`src/rtl/regfile_port_arbiter.sv`:
```
// -----------------------------------------------------------------------------
// regfile_port_arbiter
//
// Shares one register-file write port among NREQ requesters. A winner is picked
// round-robin in IDLE. The winner's address and data are registered onto the
// write port for one cycle (WRITE). The FSM then returns to IDLE, so the peak
// rate is one write every two cycles.
//
// Optional feature (macro REGARB_LOCK_EN):
//   Adds a per-requester lock input. A winner that holds lock keeps the port
//   (state LOCKED) and issues back-to-back writes, up to 8 in one burst.
//   Without the macro there is no lock port and only IDLE/WRITE exist.
//
// Ports:
//   clk       in   clock, rising edge
//   rst       in   asynchronous reset, active low
//   req       in   [NREQ]     write request per requester
//   lock      in   [NREQ]     burst lock per requester (REGARB_LOCK_EN only)
//   waddr_in  in   [NREQ*AW]  packed addresses, requester i at [i*AW +: AW]
//   wdata_in  in   [NREQ*DW]  packed data, requester i at [i*DW +: DW]
//   gnt       out  [NREQ]     registered one-hot grant
//   we        out             registered write enable (high iff gnt != 0)
//   waddr     out  [AW]       registered write address (holds when idle)
//   wdata     out  [DW]       registered write data (holds when idle)
//   busy      out             state is not IDLE
// -----------------------------------------------------------------------------
module regfile_port_arbiter #(
  parameter int NREQ = 4,
  parameter int DW   = 16,
  parameter int AW   = 3
) (
  input  logic               clk,
  input  logic               rst,
  input  logic [NREQ-1:0]    req,
`ifdef REGARB_LOCK_EN
  input  logic [NREQ-1:0]    lock,
`endif
  input  logic [NREQ*AW-1:0] waddr_in,
  input  logic [NREQ*DW-1:0] wdata_in,
  output logic [NREQ-1:0]    gnt,
  output logic               we,
  output logic [AW-1:0]      waddr,
  output logic [DW-1:0]      wdata,
  output logic               busy
);

  localparam int IW = (NREQ > 1) ? $clog2(NREQ) : 1;

`ifdef REGARB_LOCK_EN
  typedef enum logic [1:0] {IDLE, WRITE, LOCKED} state_t;
`else
  typedef enum logic [1:0] {IDLE, WRITE} state_t;
`endif

  state_t            state, state_nxt;
  logic [IW-1:0]     ptr, ptr_nxt;
  logic [NREQ-1:0]   gnt_nxt;
  logic              we_nxt;
  logic [AW-1:0]     waddr_nxt;
  logic [DW-1:0]     wdata_nxt;
  logic              win_found;
  logic [IW-1:0]     win_idx;
  logic [IW:0]       sel;
`ifdef REGARB_LOCK_EN
  // Counts writes in the current burst. A value of 0 while LOCKED means the
  // eighth write has been issued (the 3-bit count wrapped), so the burst ends.
  logic [2:0]        cnt, cnt_nxt;
  logic [IW-1:0]     lk_idx, lk_idx_nxt;
`endif

  // Round-robin scan starting at ptr; the extra sel bit absorbs ptr+k before
  // the mod-NREQ fold, so non-power-of-two NREQ wraps correctly.
  always_comb begin
    win_found = 1'b0;
    win_idx   = '0;
    sel       = '0;
    for (int k = 0; k < NREQ; k++) begin
      sel = {1'b0, ptr} + (IW+1)'(k);
      if (sel >= (IW+1)'(NREQ)) sel = sel - (IW+1)'(NREQ);
      if (!win_found && req[sel[IW-1:0]]) begin
        win_found = 1'b1;
        win_idx   = sel[IW-1:0];
      end
    end
  end

  always_comb begin
    state_nxt  = state;
    ptr_nxt    = ptr;
    gnt_nxt    = '0;
    we_nxt     = 1'b0;
    waddr_nxt  = waddr;
    wdata_nxt  = wdata;
`ifdef REGARB_LOCK_EN
    cnt_nxt    = cnt;
    lk_idx_nxt = lk_idx;
`endif
    case (state)
      IDLE: begin
        if (win_found) begin
          gnt_nxt[win_idx] = 1'b1;
          we_nxt    = 1'b1;
          waddr_nxt = waddr_in[win_idx*AW +: AW];
          wdata_nxt = wdata_in[win_idx*DW +: DW];
          ptr_nxt   = (win_idx == IW'(NREQ-1)) ? '0 : win_idx + 1'b1;
          state_nxt = WRITE;
`ifdef REGARB_LOCK_EN
          if (lock[win_idx]) begin
            state_nxt  = LOCKED;
            cnt_nxt    = 3'd1;
            lk_idx_nxt = win_idx;
          end
`endif
        end
      end
      WRITE: state_nxt = IDLE;
`ifdef REGARB_LOCK_EN
      LOCKED: begin
        if (req[lk_idx] && lock[lk_idx] && (cnt != 3'd0)) begin
          gnt_nxt[lk_idx] = 1'b1;
          we_nxt    = 1'b1;
          waddr_nxt = waddr_in[lk_idx*AW +: AW];
          wdata_nxt = wdata_in[lk_idx*DW +: DW];
          cnt_nxt   = cnt + 3'd1;
        end else begin
          state_nxt = IDLE;
        end
      end
`endif
      default: state_nxt = IDLE;
    endcase
  end

  // Registered write port; reset clears it immediately, aborting any write.
  always_ff @(posedge clk or negedge rst) begin
    if (!rst) begin
      state  <= IDLE;
      ptr    <= '0;
      gnt    <= '0;
      we     <= 1'b0;
      waddr  <= '0;
      wdata  <= '0;
`ifdef REGARB_LOCK_EN
      cnt    <= 3'd0;
      lk_idx <= '0;
`endif
    end else begin
      state  <= state_nxt;
      ptr    <= ptr_nxt;
      gnt    <= gnt_nxt;
      we     <= we_nxt;
      waddr  <= waddr_nxt;
      wdata  <= wdata_nxt;
`ifdef REGARB_LOCK_EN
      cnt    <= cnt_nxt;
      lk_idx <= lk_idx_nxt;
`endif
    end
  end

  assign busy = (state != IDLE);

endmodule

```
`config.mk`:
```
export PLATFORM = sky130hd
export DESIGN_NAME = regfile_port_arbiter
export DESIGN_NICKNAME = d
export VERILOG_FILES = /design/src/rtl/regfile_port_arbiter.sv
export SDC_FILE = /design/constraint.sdc
export NUM_CORES = 1
export LEC_CHECK = 0
export BUFFER_PORTS_ARGS = -buffer_cell sky130_fd_sc_hd__clkbuf_2
export CAP_MARGIN = 20
export CELL_PAD_IN_SITES_DETAIL_PLACEMENT = 1
export CELL_PAD_IN_SITES_GLOBAL_PLACEMENT = 1
export CORE_MARGIN = 1.5
export CORE_UTILIZATION = 31
export CTS_CLUSTER_DIAMETER = 30
export CTS_CLUSTER_SIZE = 16
export DETAILED_ROUTE_END_ITERATION = 7
export PLACE_DENSITY_LB_ADDON = 0.05
export SYNTH_ARGS = -nofsm -noshare
export SYNTH_HDL_FRONTEND = slang
export SYNTH_SLANG_ARGS = --single-unit
```
`constraint.sdc`:
```
create_clock -name clk -period 3.2 [get_ports clk]
set_clock_uncertainty 0.05 [all_clocks]
set_input_delay 0.32 -clock clk [delete_from_list [all_inputs] [get_ports clk]]
set_output_delay 0.32 -clock clk [all_outputs]
set_load 0.02 [all_outputs]
```
==> impl_results.md <==
* Reg2reg setup slack at 1.29 ns
* CP endpoint kind: register
* Number of global-route vias before repair at between 1000 and 1500
* Part of the cycle the worst path needs at 0.596
* Reg clk slew, reported paths at 0.10 ns
* CP required at 3.32 ns
* Die X at 73.4 um
* Core area at about 4800 um2
* Setup_tns at 0 ns
* DRT iter0 DRCs at 50
* Clock latency on the worst-skew pair at between 0.2 and 0.3 ns
* Post-synth cell types at 20
* Yosys synthesis warning count at 0
* Top Metal Used: met4
* Cts repair resizes at 0
* Crit-path max FO at 11
* Mapped Area at about 1500 um2
* Unrepaired setup endpoints after global routing: no
* Routed WL at ~4400 um
* Fill cell count at 599
* TritonCTS clock tree: built
* Mapped Cells at about 140
* Reg2reg end: wdata[11]
* Synthesized area per cell at approximately 11 um2
* Antenna violations before repair at 0
* Setup repair bufs after CTS at 0
* DRC viols at 0
* Antenna fix cells at 0
* Slew HR at 0.509
* Fin crit period at between 1.5 and 2 ns
* Clock sink total at 27
* Drt pass-1 iters at 4
* DIE HEIGHT at 73.4 um
* Post-synthesis sequential area ratio at 0.440
* Measured slew at the worst slew-check pin at approximately 0.74 ns
* Final hold vios at 0
* Port bufs at about 110
* Max VDD drop at 0.000350 V
* Total GRT Usage at 0.160
* Metal-1 WL at 1880 um
* Via-to-Cell Ratio at 4.72
* Clock Tree Root: clkbuf_8
* Layout area overhead at 40.4%
* Gr ovfl total at 0
* Antenna viol nets, final at 0
* Power Density at between 700 and 800 nW/um2
* R2R Path Start: ptr[1]
* Layout cells sized above 1 at 0.478
* Tightest Hold Check Type: primary input to async pin
* IO Pins at 107
* Max Cap Viol at 0
* Die area at 5390 um2
* Placed insts at around 310
* DR WL/cell at 14.2 um
* Hold_buf cts at 0
* Pins Over Slew Limit at 0
* Nets at 329
* H-tree depth at 1
* Critical path arrival at around 2 ns
* Startpoint type of the worst setup path: register
* Leading cell type in the layout, fill and taps excluded: clkbuf_2
* FF+latch count, synth at 27
* Site Rows at 25
* Outcome: complete, no violations
* Met2 WL at roughly 2200 um
* Final setup fails at 0
* TritonCTS Buffers at 3
* RePlAce Congestion at 0.683
* Most frequent cells in the layout: clkbuf_2 (106), mux2i_1 (38), dfrtp_1 (27), nand2_1 (24), o221ai_1 (19)
* Global-route wire length before repair at about 6700 um
* P_leak at approximately 0.0012 uW
* FMAX at about 0.52 GHz
* WS Path Type: register to register
* Length of routed met3 wiring at between 200 and 300 um
* Vias at between 1000 and 1500
* Pin count of the biggest net entering global routing at between 40 and 50
* Worst r2r path cells at 5
* Final non-filler cell total at 312
* Placed cell area at 2090 um2
* Syn_nets at around 230
* Post-DP HPWL at approximately 3400 um
* Pwr Total at between 1500 and 2000 uW
* Post-route cell area at 2160 um2
* Starting Density at 0.323
* Clk buf depth at 2
[area by class of cell]
cell class	instances	area [um2]	share of cell area
Multi-Input combinational cell	100	764	0.354
Sequential cell	27	676	0.313
Timing Repair Buffer	109	566	0.262
Tap cell	67	83.8	0.0389
Clock buffer	3	41.3	0.0191
Inverter	5	18.8	0.00870
Clock inverter	1	7.51	0.00348
[critical path, cell delays in order (launching register included)]
cell and delay [ns]:
dfrtp_1 0.42, a21oi_1 0.08, o32a_1 0.37, nand2b_1 0.38, buf_4 0.30, o221ai_1 0.20
[registers in the layout, summed over array words and instances (netlist names)]
name,count
state,1
gnt,4
ptr,2
wdata,16
we,1
waddr,3
[synthesized netlist by cell type]
| master | instances | area share |
|---|---|---|
| o221ai_1 | 19 | 0.11 |
| nand2b_1 | 3 | 0.012 |
| inv_1 | 3 | 0.0073 |
| a21o_1 | 2 | 0.0098 |
| nand2_1 | 24 | 0.059 |
| a21oi_1 | 3 | 0.0098 |
| clkbuf_1 | 2 | 0.0049 |
| o21ai_1 | 1 | 0.0033 |
| a211o_1 | 1 | 0.0057 |
| buf_2 | 3 | 0.0098 |
| o32a_1 | 1 | 0.0065 |
| buf_6 | 5 | 0.037 |
| mux2i_1 | 38 | 0.25 |
| ha_1 | 1 | 0.0081 |
| and2_1 | 1 | 0.0041 |
| nor2_1 | 4 | 0.0098 |
| nor2b_4 | 1 | 0.0090 |
| dfrtp_1 | 27 | 0.44 |
| inv_2 | 2 | 0.0049 |
| and3_1 | 1 | 0.0041 |
[per-layer routing]
layer  track usage  vias up
met5             0        -
met4        0.0288        0
met3        0.0412        2
met2         0.293       62
met1         0.191      680
li1              -      728
[metrics by stage]
step | worst slack, ns | hold WS, ns | utilization
2_1_floorplan | 1.56 | -0.0256 | -
3_3_place_gp | 0.942 | 0.354 | 0.439
3_5_place_dp | 0.901 | 0.353 | 0.439
4_1_cts | 0.904 | 0.0404 | 0.449
5_1_grt | 1.12 | 0.0555 | 0.454
6_report | 1.29 | 0.0184 | 0.454
[power breakdown]
group	total, uW	internal, uW	switching, uW
clock	198	88.4	109
combinational	930	384	546
sequential	573	488	84.5
total	1700	961	740
[cell families after synthesis]
family / after synthesis / share of synthesized area
mux: 38 / 0.248
compound gates: 27 / 0.143
simple gates: 34 / 0.0977
fa+ha+maj: 1 / 0.00814
buf+inv: 15 / 0.0635
flops: 27 / 0.440
[worst max-delay path by stage]
stage / end / depth (start not counted) / start
floorplan: ptr[1] / 9 / req[2]
global placement: wdata[12] / 6 / req[1]
detailed placement: wdata[12] / 6 / req[1]
CTS: wdata[9] / 5 / ptr[0]
global route: wdata[2] / 6 / ptr[0]
finish: wdata[11] / 5 / ptr[1]
Note: power is estimated with default switching activity, not from simulation.
